<file path="src/rtl/spi_rd_reg.sv">
// spi_rd_reg: read-only SPI register slice.
// On an address hit it snapshots in_val and streams it out MSB byte first,
// one byte per strobe, then returns PAD. rd_data is 0 whenever the block is
// not driving the response bus, so several instances can be OR-muxed.
module spi_rd_reg #(
    parameter logic [7:0] ADDR  = 8'h00,
    parameter int         BYTES = 1,
    parameter logic [7:0] PAD   = 8'h00
) (
    input  logic               clk,
    input  logic               rst,
    input  logic [7:0]         addr,
    input  logic               first,
    input  logic               strobe,
    input  logic [8*BYTES-1:0] in_val,
    output logic [7:0]         rd_data,
    output logic               rd_active,
    output logic               rd_stb
);

    localparam int IW = $clog2(BYTES + 1);
    localparam int NSEL = 2 ** IW;
    localparam logic [IW-1:0] LAST = IW'(BYTES);

    typedef enum logic {
        IDLE   = 1'b0,
        ACTIVE = 1'b1
    } state_t;

    state_t             state_reg, state_next;
    logic [8*BYTES-1:0] snap_reg, snap_next;
    logic [IW-1:0]      idx_reg, idx_next;
    logic [7:0]         rd_data_reg, rd_data_next;
    logic               rd_active_reg, rd_active_next;
    logic               rd_stb_reg, rd_stb_next;

    logic               hit;
    logic               leave;

    // Byte selector indexed by the byte counter: entry k is the k-th byte of
    // the snapshot counted from the MSB end; every entry past the last value
    // byte reads PAD, which gives the saturating PAD behaviour for free.
    logic [7:0] sel_bytes [NSEL];

    genvar gi;
    generate
        for (gi = 0; gi < NSEL; gi++) begin : g_sel
            if (gi < BYTES) begin : g_val
                assign sel_bytes[gi] = snap_reg[8*(BYTES-gi)-1 -: 8];
            end else begin : g_pad
                assign sel_bytes[gi] = PAD;
            end
        end
    endgenerate

    assign hit   = strobe && first && (addr == ADDR);
    assign leave = strobe && first && (addr != ADDR);

    // State and datapath registers; reset abandons any transaction at once.
    always_ff @(posedge clk or posedge rst) begin
        if (rst) begin
            state_reg     <= IDLE;
            snap_reg      <= '0;
            idx_reg       <= '0;
            rd_data_reg   <= 8'h00;
            rd_active_reg <= 1'b0;
            rd_stb_reg    <= 1'b0;
        end else begin
            state_reg     <= state_next;
            snap_reg      <= snap_next;
            idx_reg       <= idx_next;
            rd_data_reg   <= rd_data_next;
            rd_active_reg <= rd_active_next;
            rd_stb_reg    <= rd_stb_next;
        end
    end

    // Next-state and output logic; everything holds unless a strobe arrives.
    always_comb begin
        state_next     = state_reg;
        snap_next      = snap_reg;
        idx_next       = idx_reg;
        rd_data_next   = rd_data_reg;
        rd_active_next = rd_active_reg;
        rd_stb_next    = 1'b0;

        if (hit) begin
            // Fresh snapshot from IDLE or a restart from ACTIVE look the same.
            state_next     = ACTIVE;
            snap_next      = in_val;
            idx_next       = IW'(1);
            rd_data_next   = in_val[8*BYTES-1 -: 8];
            rd_active_next = 1'b1;
            rd_stb_next    = 1'b1;
        end else begin
            case (state_reg)
                IDLE: begin
                    // Data strobes and foreign addresses are not ours.
                end
                ACTIVE: begin
                    if (leave) begin
                        state_next     = IDLE;
                        idx_next       = '0;
                        rd_data_next   = 8'h00;
                        rd_active_next = 1'b0;
                    end else if (strobe) begin
                        rd_data_next = sel_bytes[idx_reg];
                        if (idx_reg != LAST) begin
                            idx_next = idx_reg + IW'(1);
                        end
                    end
                end
                default: begin
                    state_next = IDLE;
                end
            endcase
        end
    end

    assign rd_data   = rd_data_reg;
    assign rd_active = rd_active_reg;
    assign rd_stb    = rd_stb_reg;

endmodule

</file>
<file path="config.mk">
export PLATFORM = sky130hd
export DESIGN_NAME = spi_rd_reg
export DESIGN_NICKNAME = d
export VERILOG_FILES = /design/src/rtl/spi_rd_reg.sv
export SDC_FILE = /design/constraint.sdc
export NUM_CORES = 1
export LEC_CHECK = 0
export CAP_MARGIN = 20
export CORE_ASPECT_RATIO = 0.8
export CORE_MARGIN = 3
export CORE_UTILIZATION = 43
export DETAILED_ROUTE_END_ITERATION = 8
export GPL_ROUTABILITY_DRIVEN = 0
export PLACE_DENSITY = 0.76
export SLEW_MARGIN = 15
export SYNTH_ARGS = -nofsm -noshare
export SYNTH_HDL_FRONTEND = slang
export SYNTH_SLANG_ARGS = --single-unit
</file>
<file path="constraint.sdc">
create_clock -name clk -period 3.4 [get_ports clk]
set_input_delay 0.85 -clock clk [delete_from_list [all_inputs] [get_ports clk]]
set_output_delay 0.85 -clock clk [all_outputs]
set_load 0.02 [all_outputs]
</file>
Word-level counts from Yosys, hierarchy flattened
Cells that the tools add are included.
{ "classes": {"reduce_logical": 10, "bitwise": 1, "muxes": 19, "add_sub_neg": 1, "n_lt_le_gt_ge": 1} }
{ "ops": {"columns": ["operator", "n"], "rows": [
  ["$mux W8", 7],
  ["$mux W1", 12],
  ["$logic_not A8 Y1", 1],
  ["$reduce_bool A8 Y1", 1],
  ["$reduce_and A2 Y1", 2],
  ["$reduce_bool A2 Y1", 2],
  ["$logic_and A1 B1 Y1", 3],
  ["$reduce_bool A3 Y1", 1],
  ["$ge A2 B2 Y1 const B", 1],
  ["$not A1 Y2", 1],
  ["$add A1 B1 Y1 const B", 1]
]} }
{ "totals": {"in_bits": 20, "elab_cells": 38, "output_inout_bits": 10, "register_bits": 20} }

Depth between registers and ports, before layout
{ "depth": {"ltp_word": 8, "ltp_mapped": 5, "mapped_depth_nobuf": 4} }

Least setup slack after synthesis
No wires, ideal clock.
{ "synth_timing": {"path_kind": "input port to flip-flop", "from": "input port addr[5]", "to": "register snap_reg[3]", "path_stages": 5, "setup_ps": 125, "slack_ps": 1443, "required_ps": 3275, "n_path_buf": 1, "arrival_time_ps": 1832, "cell_sequence": "nor4_4 > nand3_4 > inv_6 > buf_12 > mux2_4"} }
{ "synth_between": {"elab_chain_cells": 2} }
{ "synth_rtl": {"columns": ["element", "line", "rtl"], "rows": [
  ["from (decl)", "12", "input logic [7:0] addr,"],
  ["$logic_not A8 Y1", "56", "assign hit = strobe && first && (addr == ADDR);"],
  ["$logic_and A1 B1 Y1", "56", null],
  ["named net hit", "37", "logic hit;"],
  ["to (signal assigned)", "70", "snap_reg <= snap_next;"],
  ["to (decl)", "31", "logic [8*BYTES-1:0] snap_reg, snap_next;"]
]} }
The timed path passes the listed nets, and every way through them passes these cells.
A chain may end at the register's enable or synchronous reset.

Worst setup path after layout
{ "layout_timing": {"from": "register rd_data_reg[4] (netlist: rd_data[4])", "to": "output port rd_data[4]"} }
{ "layout_rtl": {"columns": ["element", "line", "rtl"], "rows": [
  ["from (decl)", "33", "logic [7:0] rd_data_reg, rd_data_next;"],
  ["from (signal assigned)", "72", "rd_data_reg <= rd_data_next;"],
  ["to (decl)", "16", "output logic [7:0] rd_data,"]
]} }
No word-level cell between the ends.

==> impl_results.md <==
- Status: complete, no violations
- Switch share: 0.206
- Antenna-violating nets left: 0
- Final Hold Fails: 0
- Synth Area in XOR/XNOR: 0
- Clk_lat worst skew: 320 ps
- Layout cells sized above 1: 0.280
- Commonest non-fill, non-tap cell in the layout: clkdlybuf4s50_1
- Worst EP arrival: 1300 ps
- Max Cap Violations: 0
- Crit path launch type: flop
- Hold_buf cts: 0
- Hold Startpoint: rd_active
- CP Max Fanout: 2
- CP Capture Type: primary output
- Post-synthesis adder-cell area fraction: 0
- GR Util All Layers: 0.164
- Initial antenna violation count: 0
- Largest family of logic cells by synthesized area: simple AND/OR/NAND/NOR gates
- Least-Margin Pin Slew: 749 ps
- P_int: 0.000399 W
- PortBufs: 29
- P&R area growth vs syn: 39.4%
- Setup violators final: 0
- Commonest cells after routing, fill and taps aside: clkdlybuf4s50_1 (29), dfrtp_1 (20), and2_1 (10)
- PnR worst setup slack: approximately 1200 ps
- Post-CTS setup buffers: 0
- ANT cells: 0
- Post-synthesis sequential area ratio: 0.559
- Syn. warnings: 0
- Yosys cell types: 15
- Setup CP Type: flop to primary output
- Worst stage delay on the critical path: just over 600 ps
- Drt drc: 0
- Worst-path clk slew: 120 ps
- Post-route clock period utilization: 0.633
- Die height: 46.8 um
- Final min period: 2150 ps
- Clock sink total: 20
- Pwr/cell area: 403 nW/um^2
- Clock group share of total power: 0.391
- Crit path launch: rd_data[4]
- Filler Cells Inserted: 161
- Die width: 57.0 um
- H-tree levels: 1
- Synth Area per Inst: 14.7 um^2
- Nets: 114
- Cell breakdown of the critical path: clkdlybuf4s50_1
- Static Leak: approximately 0.55 nW
- RSZ-0062 raised after global routing: no
- Mapped Nets: 81
- First-pass GRT wire length: 3.10 mm
- Worst path slowest cell: clkdlybuf4s50_1
- Clock buffer depth: 2
- Synth Area in Compound Gates: 0.126
- Overflow after GRT: 0
- WP buf/inv: 1
- Psw: approximately 0.00010 W
- I/O Pins: 30
- Fmax: 464 MHz
- Post-synthesis register bit count: 20
- Via count: about 610
- Total wire length: 1.83 mm
- Logic pwr share: 0.111
- Number of gates resized after cts: 0
- Drt wl/cell: approximately 16 um
- Simple-gate area share of the yosys netlist: 0.169
- Vias in the first global route: 625
- Final Skew: 9.21 ps
- R2r setup slk: 2100 ps
- DR iter-0 viols: 3
- Final Util: 0.647
- Placed wire-length estimate: 1.37 mm
- Core area: 1930 um^2
- Largest net degree at the start of global routing: 21
- CTS buffer count: 3
- Final slew viol count: 0
- CTS tree: yes
- Post-place setup slack: roughly 910 ps
- Post-Route Setup TNS: 0 ps
- Starting Density: 0.464
- DR pass1 iterations: 4
- CP top delay family: buffers and inverters
- Post-synthesis mux area share: 0.105
- Vias per cell: 5.18
- Die area: 2670 um^2
- IR drop worst, VDD: 325 uV
- Clk root buf: clkbuf_4
- Worst Hold Class: flop to flop
- Rows: 14
- Hold_ws: 483 ps
- Gate Count Post-Synth: about 60
- Worst EP required: 2550 ps
- Power share of the sequential group: 0.499
- Rel. slew slack: 0.500
- Mapped Area: 895 um^2
metrics by stage:
step,total power [W],std cells,cell area [um^2]
after global routing,0.000521,117,1250
final,0.000503,117,1250
after floorplan,0.000275,61,895
after CTS,0.000508,117,1250
after detailed placement,0.000312,113,1190
after global placement,0.000310,113,1190
metal layers:
metal / routed length (um) / GRT usage / part of all wire
met4: 37 / 0.0694 / 0.020
met2: 884 / 0.269 / 0.48
met5: 0 / 0 / 0
met1: 806 / 0.200 / 0.44
met3: 99 / 0.0604 / 0.054
cell type report:
cell class                 instances  area, um^2  share of cell area
multi-input combinational         37         358               0.287
clock inverter                     1        30.0              0.0241
clock buffer                       3        22.5              0.0181
timing repair buffer              29         290               0.233
inverter                           3        16.3              0.0130
sequential                        20         500               0.401
tap                               24        30.0              0.0241
path summary, 6_finish.rpt:
path                                     to  cells past startpoint
worst max-delay path             rd_data[4]                      1
worst min-delay path              rd_active                      2
worst max register to register   rd_data[6]                      3
worst min register to register    rd_active                      2
max in group asynchronous           idx_reg                      2
min in group asynchronous       snap_reg[0]                      2
power groups by stage:
stage	combinational [W]	clock, W	sequential (W)
6_report	0.0000556	0.000196	0.000251
5_1_grt	0.0000596	0.000209	0.000252
4_1_cts	0.0000567	0.000200	0.000251
3_5_place_dp	0.0000564	0	0.000256
3_3_place_gp	0.0000553	0	0.000255
2_1_floorplan	0.0000163	0	0.000258
Yosys cell counts:
library cell / count / area (um^2)
dfrtp_1: 20 / 500
and2_1: 10 / 62.6
a221o_2: 8 / 90.1
mux2_2: 7 / 78.8
nand2_1: 3 / 11.3
inv_1: 2 / 7.51
nor4_4: 2 / 42.5
o21ai_0: 2 / 10.0
a31oi_2: 1 / 12.5
and4bb_2: 1 / 12.5
buf_12: 1 / 20.0
inv_6: 1 / 8.76
mux2_4: 1 / 15.0
nand3_1: 1 / 5.00
nand3_4: 1 / 17.5
cell families after synthesis:
logic type | count (synthesis)
muxes | 8
and+or+nand+nor | 18
AOI/OAI and AO/OA | 11
DFF | 20
buffers and inverters | 4
No activity file was read; power rests on OpenSTA's default activity.
